$ cat src/rtl/fifo_arb_pkg.sv
// Shared types and helpers for the Fifo write-port arbiter.
//   arb_state_t : arbiter state (IDLE while choosing an owner, LOCKED while an owner holds the port)
//   idx_width() : width of an index into N requesters (at least 1 bit)
package fifo_arb_pkg;

    typedef enum logic {
        IDLE   = 1'b0,
        LOCKED = 1'b1
    } arb_state_t;

    function automatic int idx_width(input int n);
        return (n > 1) ? $clog2(n) : 1;
    endfunction

endpackage

$ cat src/rtl/fifo_write_arbiter_picker.sv
// Round-robin priority picker, purely combinational.
// Scans the request vector starting at ptr and wrapping modulo N. It returns
// the first requester found.
//   req   in   N    request bits
//   ptr   in   IW   index that has the highest priority
//   found out  1    at least one request bit is set
//   idx   out  IW   index of the winner (0 when nothing is found)
module rr_priority_picker
    import fifo_arb_pkg::*;
#(
    parameter int N = 4,
    localparam int IW = idx_width(N)
) (
    input  logic [N-1:0]  req,
    input  logic [IW-1:0] ptr,
    output logic          found,
    output logic [IW-1:0] idx
);

    // cand_idx[k] is the requester that sits k places after ptr.
    logic [IW-1:0] cand_idx [N];

    generate
        for (genvar gi = 0; gi < N; gi++) begin : g_rot
            assign cand_idx[gi] = IW'((int'(ptr) + gi) % N);
        end
    endgenerate

    // The scan runs from the farthest candidate to the nearest one.
    // The last hit is therefore the candidate closest to ptr.
    always_comb begin
        found = 1'b0;
        idx   = '0;
        for (int k = N - 1; k >= 0; k--) begin
            if (req[cand_idx[k]]) begin
                found = 1'b1;
                idx   = cand_idx[k];
            end
        end
    end

endmodule

$ cat src/rtl/fifo_write_arbiter.sv
// Shares the write port of one Fifo between N requesters.
// A grant covers one burst. An owner keeps the grant until its last beat,
// or until MAX_BURST beats have transferred. The next owner is chosen by
// round robin, starting after the previous owner.
//   clk_i        in   clock, rising edge
//   rst_i        in   asynchronous reset, active low
//   req_valid_i  in   N       per-requester beat valid
//   req_data_i   in   N*SIZE  per-requester data, slice i at [i*SIZE +: SIZE]
//   req_last_i   in   N       per-requester end-of-burst marker
//   req_ready_o  out  N       beat of requester i accepted (at most one bit set)
//   fifo_valid_o out  1       Fifo write strobe
//   fifo_data_o  out  SIZE    Fifo write data
//   fifo_full_i  in   1       Fifo full flag
//   grant_o      out  N       one-hot owner, 0 when idle
//   grant_idx_o  out  IW      owner index, 0 when idle
//   busy_o       out  1       an owner holds the port
module fifo_write_arbiter
    import fifo_arb_pkg::*;
#(
    parameter int N         = 4,
    parameter int SIZE      = 32,
    parameter int MAX_BURST = 8,
    localparam int IW = idx_width(N),
    localparam int CW = $clog2(MAX_BURST) + 1
) (
    input  logic            clk_i,
    input  logic            rst_i,
    input  logic [N-1:0]    req_valid_i,
    input  logic [N*SIZE-1:0] req_data_i,
    input  logic [N-1:0]    req_last_i,
    output logic [N-1:0]    req_ready_o,
    output logic            fifo_valid_o,
    output logic [SIZE-1:0] fifo_data_o,
    input  logic            fifo_full_i,
    output logic [N-1:0]    grant_o,
    output logic [IW-1:0]   grant_idx_o,
    output logic            busy_o
);

    arb_state_t    state_reg;
    logic [IW-1:0] rr_ptr_reg;
    logic [IW-1:0] grant_idx_reg;
    logic [CW-1:0] beat_cnt_reg;

    logic [SIZE-1:0] req_slice [N];
    logic            pick_found;
    logic [IW-1:0]   pick_idx;
    logic            locked;
    logic            xfer;
    logic            at_limit;
    logic [IW-1:0]   next_ptr;

    rr_priority_picker #(.N(N)) u_picker (
        .req   (req_valid_i),
        .ptr   (rr_ptr_reg),
        .found (pick_found),
        .idx   (pick_idx)
    );

    generate
        for (genvar gi = 0; gi < N; gi++) begin : g_port
            assign req_slice[gi]   = req_data_i[gi*SIZE +: SIZE];
            assign grant_o[gi]     = locked & (grant_idx_reg == IW'(gi));
            // Only the owner sees ready. Ready is held low while the Fifo is full.
            assign req_ready_o[gi] = grant_o[gi] & ~fifo_full_i;
        end
    endgenerate

    assign locked   = (state_reg == LOCKED);
    assign xfer     = locked & req_valid_i[grant_idx_reg] & ~fifo_full_i;
    assign at_limit = (beat_cnt_reg == CW'(MAX_BURST - 1));
    assign next_ptr = (grant_idx_reg == IW'(N - 1)) ? '0 : grant_idx_reg + IW'(1);

    assign busy_o       = locked;
    assign fifo_valid_o = xfer;
    assign fifo_data_o  = locked ? req_slice[grant_idx_reg] : '0;
    assign grant_idx_o  = locked ? grant_idx_reg : '0;

    always_ff @(posedge clk_i or negedge rst_i) begin
        if (!rst_i) begin
            state_reg     <= IDLE;
            rr_ptr_reg    <= '0;
            grant_idx_reg <= '0;
            beat_cnt_reg  <= '0;
        end else begin
            case (state_reg)
                IDLE: begin
                    // Arbitration takes one cycle. The port stays idle during it.
                    if (pick_found) begin
                        state_reg     <= LOCKED;
                        grant_idx_reg <= pick_idx;
                        beat_cnt_reg  <= '0;
                    end
                end
                LOCKED: begin
                    // The owner can pause mid-burst and keep its grant.
                    // The grant ends only on a beat that actually transfers.
                    if (xfer) begin
                        if (req_last_i[grant_idx_reg] || at_limit) begin
                            state_reg    <= IDLE;
                            rr_ptr_reg   <= next_ptr;
                            beat_cnt_reg <= '0;
                        end else begin
                            beat_cnt_reg <= beat_cnt_reg + CW'(1);
                        end
                    end
                end
                default: state_reg <= IDLE;
            endcase
        end
    end

endmodule
$ cat config.mk
export PLATFORM = sky130hd
export DESIGN_NAME = fifo_write_arbiter
export DESIGN_NICKNAME = d
export VERILOG_FILES = /design/src/rtl/fifo_arb_pkg.sv /design/src/rtl/fifo_write_arbiter_picker.sv /design/src/rtl/fifo_write_arbiter.sv
export SDC_FILE = /design/constraint.sdc
export NUM_CORES = 1
export LEC_CHECK = 0
export ABC_AREA = 1
export CAP_MARGIN = 10
export CORE_ASPECT_RATIO = 1.75
export CORE_MARGIN = 1.5
export CORE_UTILIZATION = 28
export DETAILED_ROUTE_END_ITERATION = 7
export GPL_ROUTABILITY_DRIVEN = 1
export PLACE_DENSITY = 0.79
export SLEW_MARGIN = 5
export SYNTH_ARGS = -nofsm -noshare
export SYNTH_HDL_FRONTEND = slang
export SYNTH_SLANG_ARGS = --single-unit
$ cat constraint.sdc
create_clock -name clk_i -period 1.5 [get_ports clk_i]
set_clock_uncertainty 0.05 [all_clocks]
set_input_delay 0.15 -clock clk_i [delete_from_list [all_inputs] [get_ports clk_i]]
set_output_delay 0.15 -clock clk_i [all_outputs]
set_load 0.1 [all_outputs]
==> Yosys cells after proc, flatten, opt, wreduce, memory -nomap -nowiden <==
Index checks and enable logic that the tools add are counted.
{ "word_totals": {"register_bits": 9, "in_bits": 139, "out_inout_bits": 44} }
{ "classes": {"add_sub_neg": 5, "magnitude_cmp": 6, "eq_ne": 6, "n_mux": 34, "bitwise": 13, "n_reduce_logical": 5} }
{ "op_table": {"columns": ["op", "count"], "rows": [
  ["2-to-1 mux 32 bit", 3],
  ["binary-select mux 32 bit (select 2 bit)", 1],
  ["less-than comparator 2 x 3 -> 1 bit, second input constant", 5],
  ["2-to-1 mux 1 bit", 13],
  ["binary-select mux 1 bit (select 2 bit)", 6],
  ["2-to-1 mux 2 bit", 6],
  ["2-to-1 mux 4 bit", 3],
  ["bitwise AND 1 bit", 10],
  ["one-hot mux 4 bit (2 select lines)", 1],
  ["adder 2 x 1 -> 2 bit, second input constant", 2],
  ["adder 2 bit, second input constant", 2],
  ["adder 4 x 1 -> 4 bit, second input constant", 1],
  ["equality test 2 bit, second input constant", 2],
  ["equality test 4 x 3 -> 1 bit, second input constant", 1],
  ["!= test 2 bit, second input constant", 2],
  ["AND reduction 2 bit", 2],
  ["greater-or-equal comparator 3 bit, second input constant", 1],
  ["inverter 2 -> 3 bit", 1],
  ["AND reduction 3 bit", 1],
  ["equality test 2 x 1 -> 1 bit, second input constant", 1],
  ["logical NOT 2 bit", 1],
  ["inverter 1 bit", 2],
  ["one-hot mux 1 bit (2 select lines)", 1],
  ["logical OR 1 bit", 1]
]} }

==> Logic depth before layout (Yosys ltp) <==
Gate-level depths: netlist (run 1).
{ "logic_depth": {"word_depth": 9, "depth_mapped": 12, "depth_no_buf": 11} }

==> By module <==
From an unflattened synthesis (run 1), not the netlist that was laid out.
{ "hier_totals": {"cells_unflattened": 390, "hier_area_um2": 2019.4} }
{ "by_module_without_submodules": {"columns": ["mod", "n_inst", "cells_each", "area_per_inst_um2", "seq_area_each_um2"], "rows": [
  ["fifo_write_arbiter", 1, 344, 1806.7, 225.2],
  ["rr_priority_picker", 1, 46, 212.7, 0.0]
]} }

==> Worst setup path before layout (run 1) <==
OpenSTA, ideal clock, no wires.
{ "synth_timing": {"kind": "reg2out", "from": "register state_reg, in the netlist busy_o", "to": "output port fifo_data_o[13]", "t_arrival_ps": 2978, "required_ps": 1300, "path_slack_ps": -1678, "path_stages_with_launch": 5, "path_cell_list": "dfrtp_1 > buf_2 > inv_2 > buf_1 > a21oi_1"} }
{ "synth_between": {"elab_chain_cells": 1} }
{ "synth_lines": {"columns": ["element", "line_no", "source"], "rows": [
  ["start, declared", "fifo_write_arbiter.sv:40", "arb_state_t state_reg;"],
  ["start signal, assigned", "fifo_write_arbiter.sv:81", "state_reg <= IDLE;"],
  ["start signal, assigned", "fifo_write_arbiter.sv:90", "state_reg <= LOCKED;"],
  ["start signal, assigned", "fifo_write_arbiter.sv:100", "state_reg <= IDLE;"],
  ["2-to-1 mux 32 bit", "fifo_write_arbiter.sv:76", "assign fifo_data_o = locked ? req_slice[grant_idx_reg] : '0;"],
  ["end, declared", "fifo_write_arbiter.sv:33", "output logic [SIZE-1:0] fifo_data_o,"]
]} }
No other way between the ends.

==> Worst setup path in the final report (run 1) <==
{ "layout_timing": {"from": "register grant_idx_reg[0]", "to": "output port fifo_data_o[17]"} }
{ "layout_between": {"elab_chain_cells": 5} }
{ "layout_lines": {"columns": ["element", "line_no", "source"], "rows": [
  ["start, declared", "fifo_write_arbiter.sv:42", "logic [IW-1:0] grant_idx_reg;"],
  ["start signal, assigned", "fifo_write_arbiter.sv:91", "grant_idx_reg <= pick_idx;"],
  ["inverter 2 -> 3 bit (not written as such)", "fifo_write_arbiter.sv:76", null],
  ["binary-select mux 32 bit (select 2 bit)", "fifo_write_arbiter.sv:76", null],
  ["2-to-1 mux 32 bit (not written as such) (2 in a row)", "fifo_write_arbiter.sv:76", null],
  ["2-to-1 mux 32 bit", "fifo_write_arbiter.sv:76", null]
]} }
No other way between the ends. The select of a mux whose other input is x is not followed.

==> run summary, run 1 <==
Worst EP arrival = 1.72 ns
failing checks = setup timing
worst hold path class = input pin to asynchronous set/reset pin
syn nets = 527
clk_lat worst skew = 0.24 ns
first-pass GRT wire length = 16100 um
share of cells above drive strength 1 = 37.4%
RSZ-0062 raised after global routing = yes
crit-path cells = buf_12, clkbuf_16, nor2_1, nor2_1, o21ai_2, a21oi_4, buf_12
Initial Util = 29.0%
largest net degree at the start of global routing = 33
Area Overhead vs Synth = 186%
Root Buffer = clkbuf_16
flop and latch count out of synthesis = 9
Placer Congestion = 0.953
xor/xnor share of the synthesized area = 0.916%
DRT Wirelength = 11600 um
Rel. slew slack = 71.0%
CP delay by family, top = buffers and inverters
Tcrit/Tclk final = 128%
status = finished with violations
CTS H-tree lvls = 1
critical path class = flop to primary output
WL/cell = 17.5 um
post-synthesis mux area share = 0%
Remaining DRCs = 0
CTS Hold Bufs = 0
critical path fanouts, max = 7
Nets = 723
Tmin final = 1.92 ns
total CTS buffers = 3
row count = 39
PortBufs = 182
max reg flops = 4
Syn. warnings = 0
fmax = 520 MHz
crit-path max cell delay = 0.50 ns
CP startpoint kind = flop
DIE AREA = 7360 um2
Hold Fails Final Rpt = 0
Compound-Gate Fraction of Synth Area = 28.7%
Final WS setup = -0.424 ns
diode count = 0
grt ovf = 0
HPWL after DPL = 7800 um
Vias = 3476
CP Capture Type = primary output
cell area after synthesis = 1910 um2
total of max-cap violations = 0
initial antenna violation count = 0
CTS clock-pin slew for the worst setup and hold paths = 0.04 ns
worst-margin pin slew = 0.433 ns
Final Slew Violations = 0
worst path buffer plus inverter count = 3
FF/Latch Area = 231 um2
Chip Width = 65.5 um
Die Height = 112 um
TNS Setup = -15.11 ns
area of the multi-input gates = 2210 um2
initial drt markers = 170
TritonCTS clock tree = built
# fillers = 379
via-per-instance ratio = 5.27
Synth Area in Adders = 3.27%
Mapped Cells = 383
Total GRT Usage = 27.7%
largest family of logic cells by synthesized area = simple AND/OR/NAND/NOR gates
sequential area share after synthesis = 11.8%
Post-DRT Antenna Nets = 0
io pins = 183
Yosys cell types = 26
Avg Cell Area, Syn = 5.00 um2
CORE AREA = 6590 um2
clk sinks = 9
Worst path slowest cell = dfrtp_2
Synth Area in Simple Gates = 44.4%
number of global-route vias before repair = 3362
CTS max path bufs = 2
DR pass1 iterations = 5
Critical Path RT = 1.30 ns
Final setup violation count = 51
metrics by stage:
stage / setup WS, ns / instances / area [um2] / utilization, % / hold WS (ns)
after CTS: -0.320 / 650 / 5170 / 78.4 / 0.173
after global placement: -0.0979 / 641 / 4830 / 73.4 / 0.411
after detailed placement: -0.199 / 641 / 4830 / 73.4 / 0.420
after floorplan: -0.273 / 383 / 2480 / - / -0.196
after global routing: -0.479 / 660 / 5460 / 82.9 / 0.199
final: -0.424 / 660 / 5460 / 82.9 / 0.172
repair_timing:
action / in CTS / in global routing
cloned: 2 / 4
setup endpoints to repair: 50 / 51
resized for setup: 68 / 61
setup buffers: 3 / 7
pin swaps: 18 / 30
cells by family after synthesis:
family,after synthesis
buffers and inverters,46
XOR/XNOR,2
adder cells (fa/ha/maj),5
AND/OR/NAND/NOR,212
AO/OA/AOI/OAI,109
flip-flops,9
cells in the mapped netlist:
cell      instances  area share [%]
nand4_1           1            0.33
nand3_1          13             3.4
a21oi_2           1            0.46
nor3_1            1            0.26
o21ai_1           4             1.0
nor2_2            1            0.33
buf_6             1            0.59
inv_4             1            0.33
inv_2             5            0.98
nand3_2           1            0.52
clkbuf_1         10             2.0
o21ai_0          70              18
xor2_1            1            0.46
ha_1              5             3.3
nand2_2           6             2.0
dfrtp_1           9              12
buf_1             5            0.98
nand2_1          49             9.6
nand2_4           1            0.59
xnor2_1           1            0.46
nor2_1          138              27
and2_1            1            0.33
a21oi_1          34             8.9
buf_2             6             1.6
inv_1            13             2.6
buf_4             5             2.0
layer usage:
| layer | vias up | global-route usage [%] | part of all wire, % |
|---|---|---|---|
| met4 | 0 | 10.0 | 4.1 |
| met3 | 36 | 4.71 | 6.0 |
| li1 | 1640 | - | - |
| met5 | - | 0 | 0 |
| met1 | 1635 | 26.2 | 34 |
| met2 | 165 | 56.0 | 56 |
path summary, 6_finish.rpt:
check,slack [ns],depth (start not counted),endpoint,startpoint
max,-0.42,7,fifo_data_o[17],grant_idx_reg[0]
min in group clk_i,0.52,1,beat_cnt_reg[0],beat_cnt_reg[0]
max in group asynchronous,0.89,1,busy_o,rst_i
min,0.17,1,grant_idx_reg[1],rst_i
max reg2reg,-0.21,8,rr_ptr_reg[1],grant_idx_reg[0]
min reg2reg,0.52,1,beat_cnt_reg[0],beat_cnt_reg[0]
final cells by class:
cell class                 instances  share of cell area [%]
sequential                         9                    4.24
inverter                          19                    2.13
tap                               82                    1.88
clock buffer                       4                    1.44
timing repair buffer             217                    49.9
multi-input combinational        329                    40.5
layout by cell type (no fill, tap or decap), types with 2 or more instances in the layout:
cell and instances:
clkdlybuf4s50_1 138, nor2_1 111, buf_12 51, nand2_1 38, a21oi_4 35, o21ai_1 34
o21ai_2 28, nor2_2 19, buf_4 19, nand2_2 14, nand3_1 11, o21ai_0 10
nor2_4 9, inv_1 6, clkinvlp_4 6, dfrtp_1 6, clkbuf_16 6, nand2_4 5
inv_2 3, ha_1 3, buf_6 3, inv_8 2, o21ai_4 2, nand3_2 2
ha_4 2, buf_16 2, dfrtp_2 2
Power of run 1 is not shown: default switching activity piles up to over one toggle a cycle in this logic, so the estimate is an artifact.
==> run 2: changes to the inputs <==
==> constraint.sdc (replaced) <==
create_clock -name clk_i -period 1.5 [get_ports clk_i]
set_clock_uncertainty 0.05 [all_clocks]
set_input_delay 0.15 -clock clk_i [delete_from_list [all_inputs] [get_ports clk_i]]
set_output_delay 0.15 -clock clk_i [all_outputs]
set_load 0.01 [all_outputs]
==> run 2 against run 1 <==
Effect of this change:
- final area is 5.2% lower
- die area unchanged
- flip-flop and latch count did not move
- wire length grew 21%
- worst hold slack better by 0.018 ns
- final cell count up 3.9%
- worst setup slack better by 0.12 ns
- the flow still finishes with violations (setup timing)
- count of clock-buffer cells in the layout did not move
- highest routed layer unchanged
- utilization decreased by 4.3 points
==> run summary, run 2 (synthesized netlist as in run 1, its figures left out) <==
cell area power density = 1960 nW/um2
Chip Width = 65.5 um
share of cells above drive strength 1 = 42.7%
worst hold path class = input pin to asynchronous set/reset pin
CTS Hold Bufs = 0
Root Buffer = clkbuf_16
via-per-instance ratio = 5.53
first-pass GRT wire length = 17100 um
Nets = 749
Post-DRT Antenna Nets = 0
CTS clock-pin slew for the worst setup and hold paths = 0.04 ns
Hold Fails Final Rpt = 0
Placer Congestion = 0.865
DR pass1 iterations = 5
PortBufs = 182
total CTS buffers = 3
CP startpoint kind = flop
RSZ-0062 raised after global routing = yes
Critical Path RT = 1.30 ns
initial antenna violation count = 0
Total GRT Usage = 29.8%
Final WS setup = -0.307 ns
commonest non-fill, non-tap cell in the layout = clkdlybuf4s50_1
CTS H-tree lvls = 1
WL/cell = 20.4 um
Initial Util = 29.0%
Final Instance Count excl. Fillers = 686
Tmin final = 1.81 ns
Final setup violation count = 50
diode count = 0
CTS max path bufs = 2
Final Slew Violations = 0
critical path fanouts, max = 11
Rel. slew slack = 69.3%
Max VDD drop = 1.28 mV
row count = 39
Remaining DRCs = 0
CORE AREA = 6590 um2
number of global-route vias before repair = 3400
Total Power = 10.1 mW
Die Height = 112 um
failing checks = setup timing
DIE AREA = 7360 um2
most frequent cells in the layout = clkdlybuf4s50_1 (136), nor2_1 (91), o21ai_1 (41), buf_2 (31), nor2_2 (30)
Tcrit/Tclk final = 120%
max reg flops = 4
Area Overhead vs Synth = 171%
clk sinks = 9
status = finished with violations
clk_lat worst skew = 0.23 ns
HPWL after DPL = 7730 um
Vias = 3793
placed cell count = 651
CP Capture Type = primary output
fmax = 553 MHz
DRT Wirelength = 14000 um
total of max-cap violations = 0
grt ovf = 0
TritonCTS clock tree = built
critical path class = flop to primary output
Worst EP arrival = 1.61 ns
io pins = 183
initial drt markers = 308
worst-margin pin slew = 0.459 ns
Leak = 2.20 nW
largest net degree at the start of global routing = 25
-- run 2: report_power, final --
group | switching, mW | internal [mW] | leakage [nW]
Combinational | 4.82 | 4.36 | 2.05
Clock | 0.113 | 0.355 | 0.0382
Sequential | 0.150 | 0.344 | 0.110
Total | 5.08 | 5.06 | 2.20
-- run 2: cell type report --
type / instances / area (um2)
clock buffer: 4 / 78.8
inverter: 19 / 93.8
timing repair buffer: 243 / 2570
multi-input combinational: 329 / 2100
sequential: 9 / 230
tap: 82 / 103
fill: 390 / 1410
-- run 2: what timing repair did --
action                     in CTS  in global routing
cloned                          7                  6
hold endpoints to repair        0                  0
pin swaps                      48                 85
resized for setup             318                152
buffers inserted               10                  9
setup endpoints to repair      52                 52
-- run 2: final timing paths --
| check | from | to | slack [ns] | depth (start not counted) |
|---|---|---|---|---|
| max in group asynchronous | rst_i | grant_idx_reg[1] | 0.87 | 1 |
| min in group clk_i | beat_cnt_reg[0] | beat_cnt_reg[0] | 0.48 | 1 |
| worst max-delay path | grant_idx_reg[0] | fifo_data_o[5] | -0.31 | 7 |
| worst max register to register | grant_idx_reg[0] | rr_ptr_reg[1] | -0.17 | 8 |
| worst min-delay path | rst_i | beat_cnt_reg[0] | 0.19 | 1 |
| worst min register to register | beat_cnt_reg[0] | beat_cnt_reg[0] | 0.48 | 1 |
-- run 2: layer usage --
layer / vias up / part of all wire [%] / global-route usage [%]
li1: 1691 / - / -
met1: 1754 / 32 / 28.9
met2: 273 / 52 / 56.7
met3: 75 / 9.6 / 8.32
met4: 0 / 6.7 / 12.5
met5: - / 0 / 0
-- run 2: stage by stage --
stage	utilization (%)	setup TNS, ns	setup WS, ns	instance area, um2	hold WS, ns
3_3_place_gp	60.9	-13.77	-0.354	4010	0.429
2_1_floorplan	-	0	0.0100	1910	-0.196
3_5_place_dp	60.9	-14.79	-0.372	4010	0.439
5_1_grt	78.6	-11.14	-0.350	5180	0.221
6_report	78.6	-8.63	-0.307	5180	0.190
4_1_cts	68.8	-6.08	-0.213	4530	0.194
-- run 2: worst max-delay path, cell delays in order (launching register included) --
cell	delay, ns
dfrtp_2	0.43
buf_6	0.16
buf_16	0.14
nor2_1	0.06
nor2_1	0.17
o21ai_2	0.09
a21oi_1	0.17
buf_2	0.16
Power figures use the tool's default switching activity.
